<file path="src/rtl/bnn_inst_fetch.sv">
// Instruction fetch stage for the BPU controller.
// Owns the PC, drives the instruction SRAM read port and buffers fetched words
// in a small prefetch FIFO.
//
// Handshakes:
//   inst/inst_valid/inst_ready : a word transfers on any cycle where
//     inst_valid && inst_ready. inst_valid never depends on inst_ready.
//   isram_en/isram_rdata : a read issued with isram_en returns on isram_rdata
//     exactly one cycle later.
//   redir_valid : single-cycle pulse. It flushes the FIFO, moves the PC and
//     toggles the epoch so that any read still in flight is dropped on return.
module bnn_inst_fetch #(
  parameter int ADDR_W     = 16,
  parameter int INST_W     = 16,
  parameter int FIFO_DEPTH = 4
) (
  input  logic              clk,
  input  logic              rst,
  input  logic              start,
  input  logic [ADDR_W-1:0] start_pc,
  output logic              isram_en,
  output logic [ADDR_W-1:0] isram_addr,
  input  logic [INST_W-1:0] isram_rdata,
  output logic [INST_W-1:0] inst,
  output logic              inst_valid,
  input  logic              inst_ready,
  input  logic              redir_valid,
  input  logic [ADDR_W-1:0] redir_pc,
  output logic              busy,
  output logic              done
);

  localparam int PTR_W = $clog2(FIFO_DEPTH);
  localparam int CNT_W = PTR_W + 1;

  typedef enum logic [1:0] {
    S_IDLE  = 2'd0,
    S_FETCH = 2'd1,
    S_STOP  = 2'd2
  } state_t;

  state_t              state;
  logic [ADDR_W-1:0]   pc;
  logic [INST_W-1:0]   mem [FIFO_DEPTH];
  logic [PTR_W-1:0]    wr_ptr;
  logic [PTR_W-1:0]    rd_ptr;
  logic [CNT_W-1:0]    count;
  logic                inflight;
  logic                inflight_epoch;
  logic                epoch;

  logic                empty;
  logic [CNT_W-1:0]    credit;
  logic [INST_W-1:0]   head;
  logic                head_halt;
  logic                rdata_halt;
  logic                pop;
  logic                push;
  logic                redir_take;
  logic                halt_pop;

  // Credit counts the in-flight read, so a full FIFO can never be overrun.
  always_comb begin
    empty      = (count == '0);
    credit     = count + CNT_W'(inflight);
    head       = mem[rd_ptr];
    head_halt  = (head[INST_W-1 -: 5] == 5'b11111);
    rdata_halt = (isram_rdata[INST_W-1 -: 5] == 5'b11111);
    redir_take = redir_valid && (state != S_IDLE);
    isram_en   = (state == S_FETCH) && !redir_valid && (credit < CNT_W'(FIFO_DEPTH));
    isram_addr = pc;
    inst_valid = !empty;
    inst       = empty ? '0 : head;
    pop        = inst_valid && inst_ready;
    push       = inflight && (inflight_epoch == epoch) && (state == S_FETCH) && !redir_take;
    halt_pop   = pop && head_halt && (state == S_STOP) && !redir_take;
    done       = halt_pop;
    busy       = (state != S_IDLE);
  end

  // FIFO storage; only written on an accepted return.
  always_ff @(posedge clk) begin
    if (push) mem[wr_ptr] <= isram_rdata;
  end

  // Control FSM: PC, FIFO pointers, in-flight tracking and epoch.
  always_ff @(posedge clk or negedge rst) begin
    if (!rst) begin
      state          <= S_IDLE;
      pc             <= '0;
      wr_ptr         <= '0;
      rd_ptr         <= '0;
      count          <= '0;
      inflight       <= 1'b0;
      inflight_epoch <= 1'b0;
      epoch          <= 1'b0;
    end else begin
      inflight       <= isram_en;
      inflight_epoch <= epoch;
      case (state)
        S_IDLE: begin
          if (start) begin
            pc     <= start_pc;
            wr_ptr <= '0;
            rd_ptr <= '0;
            count  <= '0;
            state  <= S_FETCH;
          end
        end
        default: begin
          if (redir_take) begin
            // A pop in this cycle already completed; the flush discards the rest.
            epoch  <= ~epoch;
            pc     <= redir_pc;
            wr_ptr <= '0;
            rd_ptr <= '0;
            count  <= '0;
            state  <= S_FETCH;
          end else begin
            if (isram_en) pc <= pc + ADDR_W'(1);
            if (push) wr_ptr <= wr_ptr + PTR_W'(1);
            if (pop)  rd_ptr <= rd_ptr + PTR_W'(1);
            count <= count + CNT_W'(push) - CNT_W'(pop);
            if (push && rdata_halt) state <= S_STOP;
            if (halt_pop)           state <= S_IDLE;
          end
        end
      endcase
    end
  end

endmodule

</file>
<file path="config.mk">
export PLATFORM = sky130hd
export DESIGN_NAME = bnn_inst_fetch
export DESIGN_NICKNAME = d
export VERILOG_FILES = /design/src/rtl/bnn_inst_fetch.sv
export SDC_FILE = /design/constraint.sdc
export NUM_CORES = 1
export LEC_CHECK = 0
export ABC_AREA = 1
export BUFFER_PORTS_ARGS = -buffer_cell sky130_fd_sc_hd__buf_2
export CORE_MARGIN = 4
export CORE_UTILIZATION = 55
export CTS_CLUSTER_SIZE = 16
export DETAILED_ROUTE_END_ITERATION = 10
export PLACE_DENSITY = 0.8
export SYNTH_ARGS = -nofsm -noshare
export SYNTH_HDL_FRONTEND = slang
export SYNTH_SLANG_ARGS = --single-unit
</file>
<file path="constraint.sdc">
create_clock -name clk -period 2.9 [get_ports clk]
set_input_delay 0.87 -clock clk [delete_from_list [all_inputs] [get_ports clk]]
set_output_delay 0.87 -clock clk [all_outputs]
set_load 0.01 [all_outputs]
</file>
== After elaboration in Yosys (flattened, before gate mapping) ==
Memories as Yosys holds them, arrays and structs flattened.
Cells that the tools add are included.
Storage, ports and cells
  register bits: 28
  memory bits (writable): 64
  bits of input ports: 53
  output and inout bits: 36
  logic and storage cells: 72
  memories: 1
Memory list
  mem: words 4, width 16, rd ports 1, clocked after memory_dff 0, write ports 1, RTL line 44  | logic [INST_W-1:0] mem [FIFO_DEPTH];
Operators by class
  add/subtract/negate cells: 6
  magnitude comparators: 1
  equality and inequality tests: 6
  muxes and demuxes: 22
  bitwise gates (word level): 2
  reductions and logical operators: 26
Operator list (number)
  two-way mux 16 bit: 5
  two-way mux 2 bit: 12
  adder 16 x 1 -> 16 bit (second input constant): 1
  logical AND 1 bit: 11
  == test 5 bit (second input constant): 2
  AND reduction 2 bit: 5
  two-way mux 3 bit: 3
  nonzero test 3 bit: 3
  adder 3 x 1 -> 3 bit: 2
  adder 2 x 1 -> 2 bit (second input constant): 2
  nonzero test 4 bit: 1
  zero test 1 bit: 3
  zero test 3 bit: 1
  < comparator 3 bit (second input constant): 1
  subtractor 3 x 1 -> 3 bit: 1
  == test 2 x 1 -> 1 bit (second input constant): 1
  == test 2 bit (second input constant): 1
  zero test 2 bit: 1
  two-way mux 1 bit: 2
  != test 2 bit (second input constant): 1
  NOT 1 bit: 2
  nonzero test 2 bit: 1
  == test 1 bit: 1

== Depth between registers and ports, before layout ==
  depth after elaboration: 9
  mapped depth: 12
  depth with buffers taken out: 12

== Worst setup path before layout ==
No wires, ideal clock.
  path kind: input-to-reg
  start point: input port redir_valid
  end point: register count[1]
  setup time: 82 ps
  arrival: 2189 ps
  required time: 2818 ps
  path slack: 628 ps
  stages on the path: 8
  buffers on the path: 0
  cell sequence: nand2_1 nand3_2 ha_1 inv_1 ha_1 inv_1 fa_1 o22ai_1
On the way
  cells in the longest elaborated chain, start to end: 7
RTL lines
  start: declaration: RTL line 27  | input logic redir_valid,
  logical AND 1 bit (*): RTL line 69  | redir_take = redir_valid && (state != S_IDLE);
  zero test 1 bit: RTL line 75  | push = inflight && (inflight_epoch == epoch) && (state == S_FETCH) && !redir_take;
  logical AND 1 bit: RTL line 75
  adder 3 x 1 -> 3 bit: RTL line 123  | count <= count + CNT_W'(push) - CNT_W'(pop);
  subtractor 3 x 1 -> 3 bit: RTL line 123
  two-way mux 3 bit (*): RTL line 111  | if (redir_take) begin
  two-way mux 3 bit (*): RTL line 100  | case (state)
  end signal: assignment: RTL line 123
  end: declaration: RTL line 47  | logic [CNT_W-1:0] count;
Mark *: on every way between the ends. The rest lies on a longest branch, timed or not.
A chain may end at the register's enable or synchronous reset.

== Worst setup path after layout ==
  start point: register rd_ptr[0]
  end point: output port done
On the way
  cells in the longest elaborated chain, start to end: 5
RTL lines
  start: declaration: RTL line 46  | logic [PTR_W-1:0] rd_ptr;
  start signal: assignment: RTL line 122  | if (pop) rd_ptr <= rd_ptr + PTR_W'(1);
  memory (4 x 16 bit)
  == test 5 bit: RTL line 67  | head_halt = (head[INST_W-1 -: 5] == 5'b11111);
  logical AND 1 bit (3 in series): RTL line 76  | halt_pop = pop && head_halt && (state == S_STOP) && !redir_take;
  end: declaration: RTL line 30  | output logic done
No other way between the ends.

==> results.yml <==
synth:
  synth_edf_count: 64
  synthTopCellsByCount: "nand2_1 (119), nor2_1 (96), edfxtp_1 (64), o21ai_0 (39), inv_1 (35)"
  synth.yosys.seq_area_share_pct: 57.7
  synth_cell_type_count: 33
  synth_top_area_share_pct: 42.3
  syn_nets: 563
  netlist_instances: 502
  async_reset_ff_share_pct: 30.4
  yosysWarnings: 0
  yosys.area.top_type: "edfxtp_1"
  synth.avg_cell_area_um2: 9.06
  netlist_area_um2: 4550
  synth_seq_cells: 92
  yosysMostFrequentCell: "nand2_1"
  ys.flop_type: "edfxtp_1"
  synth_area_leaders: "edfxtp_1 (42%), dfrtp_1 (15%), nand2_1 (9.8%)"
clock_tree:
  cts_tree: "done"
  clk_path_buf_depth: 2
  cts-htree-levels: 3
  clock-sinks: 92
  cts_root_buf: "clkbuf_8"
  numCtsBuffers: 9
  insertion_delay_ns: 0.34
  clk_pin_slew_ns: 0.09
sta:
  period_share_pct: 93.4
  setup_violations: 0
  fin_tns_setup_ns: 0
  maxSlewHeadroom_pct: 55.6
  fin_skew_ns: 0.00623
  rsz0062_at_grt: "false"
  hold_violations: 0
  max_freq_mhz: 369
  max_slew.worst_pin.slew_ns: 0.666
  worst_slack_ns: 0.191
  min_period_ns: 2.71
  slew_violations: 0
grt:
  grt_pass1_vias: 3442
  grt_max_degree: 29
  grtUsageTotal_pct: 21.4
  antenna_found_initial: 0
  grt_overflow: 0
  grt_first_pass_wirelength_um: 16800
floorplanning:
  io_pins: 89
  dieArea_um2: 9790
  die_y_um: 98.9
  row_count: 32
  core-area_um2: 7890
  fp.dieW_um: 98.9
  initial_core_util_pct: 57.6
worst_setup_path:
  setup.worst_path.start_class: "flip-flop"
  cpPeakStageDelay_ns: 0.49
  worst-path-buf-inv: 2
  rrSetupSlack_ns: 0.47
  crit_fanout: 18
  worstPathRequired_ns: 2.03
  crit_slowest_cell: "dfrtp_1"
  endpoint_kind: "primary output"
  path_class: "reg -> out"
  reg2reg_depth: 11
  reg2reg_from: "state[1]"
  worstPathArrival_ns: 1.84
  crit_chain: "buf_6 > nand2_1 > nand3_1 > nand2_1 > nor2_1 > nand3_1 > nor2_1 > buf_2"
  reg2reg_to: "count[2]"
  cp_top_family: "simple AND/OR/NAND/NOR gates"
detailed_routing:
  route.vias.total: 3748
  wl_um: 10300
  viasPerCell: 5.35
  wl_per_cell_um: 14.7
  dr.pass1.iters: 5
  ant_nets: 0
  drc: 0
  drtIter0Drc: 136
status:
  status: "finished, final reports clean"
power_and_ir_drop:
  ir_drop_uv: 442
  p_leak_nw: 2.36
  p_per_area_nw_per_um2: 908
placed_design:
  gp_congestion: 0.854
  place_hpwl_um: 7190
  dpl_cell_area_um2: 5100
  place_ws_ns: 0.306
  io_buffers: 88
cells_and_area:
  syn2layout_area_growth_pct: 16.3
  fin_nets: 655
  final.fill_count: 650
  diodes: 0
  fin_area_um2: 5290
  drive_gt1_share_pct: 21.2
  post-route-util_pct: 67.1
min_path:
  holdPathEnd: "inflight_epoch"
  min_path_type: "reg -> reg"
  whs_path_depth: 0
  hp-start: "epoch"
run:
  drv_cap: 0
-- power breakdown --
group	leakage, nW	internal, W	switching (W)
clock	0.0858	0.000390	0.000420
combinational	1.35	0.000763	0.00136
sequential	0.924	0.00163	0.000241
total	2.36	0.00278	0.00202
-- sequential cells by signal, indices dropped and copies added, names as in the netlist, 2 cells and up --
register and count:
mem 64, isram_addr 16, count 3, rd_ptr 2
state 2, wr_ptr 2
-- cell type report --
| type | instances | area [um^2] | share of cell area (%) |
|---|---|---|---|
| inverter | 40 | 154 | 2.91 |
| clock buffer | 10 | 128 | 2.41 |
| multi-input combinational | 351 | 1670 | 31.6 |
| timing repair buffer | 100 | 534 | 10.1 |
| clock inverter | 5 | 53.8 | 1.02 |
| sequential | 92 | 2620 | 49.6 |
| tap | 102 | 128 | 2.41 |
-- per-layer routing --
layer,global-route usage (%),up-vias,part of all wire (%)
met5,0,-,0
met4,6.30,0,0.70
met3,3.61,9,7.4
met2,35.0,149,49
met1,29.4,1742,42
li1,-,1848,-
-- placed cells by master (no fill, tap or decap) --
master,synthesis,final
a21oi_1,18,18
a22o_1,5,5
buf_2,12,88
buf_4,2,11
buf_6,1,1
bufinv_16,0,1
clkbuf_1,3,1
clkbuf_8,0,9
clkinv_1,1,2
clkinv_2,0,2
clkinvlp_4,0,2
dfrtp_1,28,28
edfxtp_1,64,64
fa_1,1,1
ha_1,7,7
inv_1,35,35
inv_2,3,2
inv_4,1,1
nand2_1,119,119
nand2_4,4,4
nand3_1,31,31
nand3_2,2,2
nand3b_1,2,2
nand4_1,6,6
nor2_1,96,96
nor2_4,2,2
nor2_8,1,1
nor3_1,3,3
o21a_1,1,1
o21ai_0,39,39
o21ai_1,6,6
o21ai_2,1,1
o21bai_1,1,1
o22ai_1,3,3
or2_1,1,1
xor2_1,2,2
-- through the flow --
step / instances / hold slack, ns / power, W
6_report: 700 / 0.458 / 0.00480
5_1_grt: 700 / 0.497 / 0.00521
4_1_cts: 700 / 0.459 / 0.00482
3_5_place_dp: 685 / 0.436 / 0.00401
3_3_place_gp: 685 / 0.424 / 0.00393
2_1_floorplan: 502 / 0.411 / 0.00327
-- kinds of logic (layout without fill, tap and decap cells) --
family	after synthesis	count (layout)	synth area share, %
XOR/XNOR	2	2	0.385
buffers and inverters	59	155	5.59
adder cells (fa/ha/maj)	8	8	2.37
flip-flops	92	92	57.7
AO/OA/AOI/OAI	74	74	8.83
AND/OR/NAND/NOR	267	267	25.2
-- worst reg2reg max path: cells and delay by family, from the launching register on --
| kind | cells | cell delay, ns |
|---|---|---|
| and+or+nand+nor | 4 | 0.78 |
| AOI/OAI and AO/OA | 1 | 0.09 |
| adders and majority gates | 3 | 0.82 |
| buffers and inverters | 3 | 0.17 |
| DFF | 1 | 0.46 |
-- how the worst max path moves through the flow --
stage | slack [ns] | cells after the start | endpoint | from
floorplan | 0.63 | 8 | count[1] | redir_valid
global placement | 0.41 | 10 | count[2] | redir_valid
detailed placement | 0.31 | 9 | count[1] | redir_valid
CTS | 0.11 | 8 | done | rd_ptr[0]
global route | 0.01 | 8 | done | rd_ptr[0]
finish | 0.19 | 8 | done | rd_ptr[0]
-- what timing repair did --
item,in CTS,in global routing
hold buffers,0,0
buffers inserted,0,0
endpoints found under the setup margin,0,1
gates resized for setup,0,2
No activity file was read; power rests on OpenSTA's default activity.
